$ cat config.mk
export PLATFORM = sky130hd
export DESIGN_NAME = red_datapath
export DESIGN_NICKNAME = d
export VERILOG_FILES = /design/src/rtl/red_datapath.sv
export SDC_FILE = /design/constraint.sdc
export NUM_CORES = 2
export LEC_CHECK = 0
export ABC_CLOCK_PERIOD_IN_PS = 8520
export CAP_MARGIN = 5
export CORE_UTILIZATION = 42
export CTS_CLUSTER_DIAMETER = 150
export CTS_CLUSTER_SIZE = 20
export DETAILED_ROUTE_END_ITERATION = 12
export HOLD_SLACK_MARGIN = 0.02
export MAX_ROUTING_LAYER = met4
export PLACE_DENSITY = 0.58
export REMOVE_ABC_BUFFERS = 1
export SLEW_MARGIN = 25
export SYNTH_ARGS = -nofsm -noshare
export SYNTH_HDL_FRONTEND = slang
export SYNTH_SLANG_ARGS = --single-unit
$ cat constraint.sdc
create_clock -name clk -period 8.52 [get_ports clk]
set_clock_uncertainty 0.2 [all_clocks]
set_input_delay 1.704 -clock clk [delete_from_list [all_inputs] [get_ports clk]]
set_output_delay 1.704 -clock clk [all_outputs]
set_load 0.02 [all_outputs]
$ cat src/rtl/red_datapath.sv
// Execute/writeback datapath for the reduced RISC-V core: register file, add/sub ALU,
// equality flag for branch resolution, a mirrored a0 register and a committed-write counter.
module red_datapath #(
    parameter int ADDRESS_WIDTH = 5,
    parameter int DATA_WIDTH    = 32,
    parameter int A0_INDEX      = 10
) (
    input  logic                     clk,
    input  logic                     rst,
    input  logic                     en,
    input  logic [ADDRESS_WIDTH-1:0] rs1,
    input  logic [ADDRESS_WIDTH-1:0] rs2,
    input  logic [ADDRESS_WIDTH-1:0] rd,
    input  logic                     RegWrite,
    input  logic                     ALUctrl,
    input  logic                     ALUsrc,
    input  logic [DATA_WIDTH-1:0]    ImmOp,
    output logic                     EQ,
    output logic [DATA_WIDTH-1:0]    ALUout,
    output logic [DATA_WIDTH-1:0]    a0,
    output logic [15:0]              wr_count
);

    localparam int NUM_REGS = 2 ** ADDRESS_WIDTH;
    localparam logic [ADDRESS_WIDTH-1:0] A0_IDX = ADDRESS_WIDTH'(A0_INDEX);

    logic [DATA_WIDTH-1:0] regs_q [NUM_REGS];
    logic [DATA_WIDTH-1:0] regs_d [NUM_REGS];
    logic [DATA_WIDTH-1:0] a0_q;
    logic [DATA_WIDTH-1:0] a0_d;
    logic [15:0]           wr_count_q;
    logic [15:0]           wr_count_d;

    logic [DATA_WIDTH-1:0] rd1;
    logic [DATA_WIDTH-1:0] rd2;
    logic [DATA_WIDTH-1:0] op_b;
    logic [DATA_WIDTH-1:0] alu_result;
    logic                  do_write;

    // Reads see only pre-edge register contents; x0 is forced to zero on the read side.
    always_comb begin
        rd1 = (rs1 == '0) ? '0 : regs_q[rs1];
        rd2 = (rs2 == '0) ? '0 : regs_q[rs2];
        op_b = ALUsrc ? ImmOp : rd2;
        if (ALUctrl) begin
            alu_result = rd1 - op_b;
        end else begin
            alu_result = rd1 + op_b;
        end
    end

    assign do_write = en & RegWrite & (rd != '0);

    always_comb begin
        regs_d     = regs_q;
        a0_d       = a0_q;
        wr_count_d = wr_count_q;
        if (do_write) begin
            regs_d[rd] = alu_result;
            wr_count_d = wr_count_q + 16'd1;
            if (rd == A0_IDX) begin
                a0_d = alu_result;
            end
        end
        regs_d[0] = '0;
    end

    always_ff @(posedge clk or negedge rst) begin
        if (!rst) begin
            for (int i = 0; i < NUM_REGS; i++) begin
                regs_q[i] <= '0;
            end
            a0_q       <= '0;
            wr_count_q <= '0;
        end else begin
            regs_q     <= regs_d;
            a0_q       <= a0_d;
            wr_count_q <= wr_count_d;
        end
    end

    assign EQ       = (rd1 == op_b);
    assign ALUout   = alu_result;
    assign a0       = a0_q;
    assign wr_count = wr_count_q;

endmodule

Word-level counts from Yosys, hierarchy flattened
Index checks and enable logic that the tools add are counted.
{"block": "word_totals", "ff_bits": 1040, "in_bits": 53, "output_inout_bits": 81, "elab_cells": 65}
{"block": "classes", "addsub": 3, "n_lt_le_gt_ge": 4, "n_eq_ne": 2, "mux": 13, "bitwise": 5, "reduce_logical": 5}
{"operator": "bitwise mux 1024 bit", "count": 1}
{"operator": "binary-select mux 32 bit (select 5 bit)", "count": 2}
{"operator": "two-way mux 32 bit", "count": 9}
{"operator": "demux 32 bit (select 5 bit)", "count": 1}
{"operator": "adder 32 bit", "count": 1}
{"operator": "== test 32 bit", "count": 1}
{"operator": "subtractor 32 bit", "count": 1}
{"operator": ">= comparator 6 bit, second input constant", "count": 3}
{"operator": "NOT 5 -> 6 bit", "count": 3}
{"operator": "adder 16 x 1 -> 16 bit, second input constant", "count": 1}
{"operator": "zero test 5 bit", "count": 2}
{"operator": "less-than comparator 6 x 1 -> 1 bit, second input constant", "count": 1}
{"operator": "== test 5 x 4 -> 1 bit, second input constant", "count": 1}
{"operator": "nonzero test 5 bit", "count": 1}
{"operator": "bitwise AND 1 bit", "count": 2}
{"operator": "AND reduction 2 bit", "count": 1}
{"operator": "logical AND 1 bit", "count": 1}

Longest topological paths before layout
{"block": "logic_depth", "word_depth": 9, "mapped_depth": 23}

Worst setup path before layout
OpenSTA, ideal clock, no wires.
{"block": "synth_timing", "path_type": "in2out", "start": "input rs1[0]", "end": "output ALUout[25]", "arrival_time_ns": 7.402, "setup_slack_ns": -0.786, "cell_stages": 19, "path_cell_list": "clkbuf_1 > clkbuf_1 > clkbuf_1 > buf_1 > mux4_2 > mux4_2 > mux2_2 > ha_1 > buf_2 > or4_1 > or3_4 > a2111oi_4 > a2111oi_2 > a211oi_2 > o21ai_1 > a31oi_1 > xnor2_1 > clkbuf_1 > inv_1"}
{"block": "synth_via", "elab_chain_len": 7, "word_cells_on_any_way": 9, "cone_classes": "2 x add/sub; 5 x mux; 1 x bitwise; 1 x reduce/logical"}
{"item": "from (decl)", "line": "11", "source": "input logic [ADDRESS_WIDTH-1:0] rs1,"}
{"item": "NOT 5 -> 6 bit (not written as such)", "line": "42", "source": "rd1 = (rs1 == '0) ? '0 : regs_q[rs1];"}
{"item": "binary-select mux 32 bit (select 5 bit)", "line": "42"}
{"item": "two-way mux 32 bit (not written as such) (2 in a row)", "line": "42"}
{"item": "two-way mux 32 bit (*)", "line": "42"}
{"item": "adder 32 bit or subtractor 32 bit (tied branches)", "line": "48, 46"}
{"item": "two-way mux 32 bit (*)", "line": "45", "source": "if (ALUctrl) begin"}
{"item": "to (decl)", "line": "19", "source": "output logic [DATA_WIDTH-1:0] ALUout,"}
Every way passes the cells marked *; elsewhere a longest branch is shown, timed or not. The select of a mux whose other input is x is not followed.

Worst setup path in the final report
Ends and elaborated chain as after synthesis.

==> metrics.md <==
| Metric | Value |
|---|---|
| Layout area overhead | 15.1% |
| Share of the synthesized area in the top cell type | 0.462 |
| Slowest CP cell | or4_1 |
| Worst Setup SP | rs1[0] |
| F_max | 0.118 GHz |
| CP Class | primary input to output port |
| Minimum clock period | approximately 8.5 ns |
| Pwr Total | 16.2 mW |
| Maxcap violations | 0 |
| CTS H-tree lvls | 2 |
| Worst-path clk slew | 0.09 ns |
| I/O Pins | 134 |
| Setup TNS Final | 0 ns |
| Synth Area per Inst | roughly 11 um^2 |
| Vias/cell | approximately 6.1 |
| Leakage | ~29 nW |
| Synth unique cells | between 60 and 70 |
| Vias in the first global route | 41,947 |
| Synth area leaders | dfrtp_1 (46%), mux4_2 (23%), o21ai_0 (8.3%), nand2_1 (7.1%), clkbuf_1 (2.7%) |
| CP cell instances | buf_16 > buf_4 > mux4_2 > mux4_2 > mux2_2 > ha_2 > or4_1 > or3_4 > a2111oi_4 > a2111oi_4 > a211oi_2 > o21ai_1 > a31oi_2 > xnor2_2 > buf_4 > inv_1 > dlygate4sd2_1 |
| Seq/Total Area, Yosys | 0.462 |
| CTS root buffer | clkbuf_16 |
| CP Launch Type | primary input |
| Post-route DRC | 0 |
| CP Buf/Inv Count | 5 |
| Die height | 368 um |
| Initial core utilization | 0.426 |
| Post-DP HPWL | between 100 and 150 mm |
| Yosys warns | 0 |
| Most instantiated cells after synthesis | nand2_1 (1,072), dfrtp_1 (1,040), o21ai_0 (929) |
| Max_slew headroom | 0.257 |
| Width of the die | 368 um |
| Sink Count | ~1,000 |
| Number of flops mapped to enable cells by yosys | 0 |
| Die area | 136,000 um^2 |
| Post-Syn Instances | ~5,000 |
| FFs w/ async S/R, synth | 1.00 |
| Pre-Repair DR Iteration Count | 5 |
| Fin util | 0.490 |
| Post-Syn Area | roughly 56,000 um^2 |
| Total CTS buffers | 57 |
| Family with the most delay on the worst path | multiplexers |
| Row count | 133 |
| Worst r2r src | regs_q[403] |
| RSZ-0062 raised after global routing | yes |
| Pin count of the biggest net entering global routing | 164 |
| Grt total ovfl | 0 |
| # port buffers | roughly 130 |
| Setup violations, final | 0 |
| Critical Path End Type | output port |
| Arrival @ worst endpoint | between 6 and 7 ns |
| Global placement routability congestion | 0.955 |
| DRT iter0 DRCs | roughly 4,600 |
| Final WL | 194 mm |
| Hold path start | a0[24] |
| Worst VDD drop | around 160 uV |
| Fin. Hold Viols | 0 |
| Cell taking the most area after synthesis | dfrtp_1 |
| Core area | 132,000 um^2 |
| Wirelength per Cell | approximately 28 um |
| Count leader, synth | nand2_1 |
| Worst-margin pin slew | between 1 and 1.5 ns |
| WP data required | 6.62 ns |
| Cell Pwr Density | roughly 250 nW/um^2 |
| #FFs+latches synth | approximately 1,000 |
| Final worst-path cycle share | 0.996 |
| Clock buffer depth | 3 |
| Final net count | ~5,300 |
| Global-route wire length before repair | roughly 290 mm |
| Crit Path Max Fanout | 14 |
| Overall Global Routing Usage | 0.297 |
| Top_reg_cell synth | dfrtp_1 |
| Post-route ant nets | 0 |
| Clk_lat worst skew | 0.71 ns |
| Fraction of layout cells with a size suffix above 1 | 0.265 |
| Hold Crit Class | flop to flop |
| CTS tree | yes |
| Outcome | complete, no violations |
| Total vias in the final route | about 42,000 |
| Initial antenna violation count | 6 |
| Pins Over Slew Limit | 0 |
| Critical Path Max Stage Delay | ~0.58 ns |
sequential cells by signal (all words and copies together), names as in the netlist:
register and flops:
regs_q 992, wr_count 16, a0 32
layer usage:
metal	global-route usage	wire, um	share of wire	up-vias
met4	0.0898	6640	0.034	0
li1	-	-	-	18536
met3	0.0415	14900	0.077	331
met2	0.441	88100	0.45	1741
met1	0.424	84700	0.44	21873
met5	-	0	0	-
repair_timing:
item	in CTS	in global routing
hold buffers	0	0
gates resized for setup	52	55
cloned	3	2
endpoints found under the setup margin	22	21
setup buffers	4	10
pin swaps	6	11
layout by cell type, fill, tap and decap left out, types with 83 or more instances in the layout:
cell type	Yosys	layout
inv_1	94	94
o21ai_0	929	925
nor2_1	124	122
mux4_2	576	576
clkdlybuf4s50_1	0	100
nand2_1	1072	1041
buf_4	1	400
mux2_2	126	126
a21oi_1	88	83
dfrtp_1	1040	1040
where the power goes:
part / internal (mW) / total [mW] / switching [mW]
clock network: 1.23 / 2.91 / 1.69
registers: 6.05 / 6.92 / 0.873
logic: 2.87 / 6.37 / 3.50
total: 10.1 / 16.2 / 6.06
final timing paths:
| kind | endpoint | slack, ns | cells past startpoint |
|---|---|---|---|
| worst max-delay path | ALUout[25] | 0.04 | 17 |
| max in group asynchronous | regs_q[95] | 5.44 | 3 |
| worst max register to register | regs_q[953] | 3.19 | 15 |
| worst min register to register | a0[24] | 0.28 | 2 |
| min in group asynchronous | regs_q[473] | 0.88 | 1 |
| worst min-delay path | a0[24] | 0.28 | 2 |
cell families after synthesis:
logic type               Yosys count  share of synthesized area
buffers and inverters            587                     0.0401
XOR/XNOR                          45                    0.00713
multiplexers                     710                      0.257
adder cells (fa/ha/maj)           65                     0.0147
AO/OA/AOI/OAI                   1267                      0.124
flip-flops                      1040                      0.462
AND/OR/NAND/NOR                 1331                     0.0950
layout make-up:
| cell class | instances | area (um^2) |
|---|---|---|
| inverters | 94 | 353 |
| clock inverters | 1 | 8.76 |
| clock buffers | 59 | 1480 |
| diodes | 3 | 7.51 |
| multi-input cells | 3418 | 28800 |
| flip-flops and latches | 1040 | 26000 |
| repair buffers | 608 | 5930 |
| fillers | 11921 | 67500 |
| well taps | 1755 | 2200 |
worst min-delay path, cell delays in order (launching register included):
cell	delay [ns]
dfrtp_1	0.35
nand2_1	0.04
o21ai_0	0.06
metrics by stage:
stage                     hold WS, ns  worst slack (ns)  cells  cell area [um^2]
final                           0.280            0.0383   6978             64800
after global placement          0.263            -0.706   6896             62600
after detailed placement        0.269            -0.783   6896             62600
after CTS                       0.289            -0.219   6963             64500
after floorplan                 0.258            -0.548   4552             54400
after global routing            0.318            -0.108   6976             64800
Note: power is estimated with default switching activity, not from simulation.
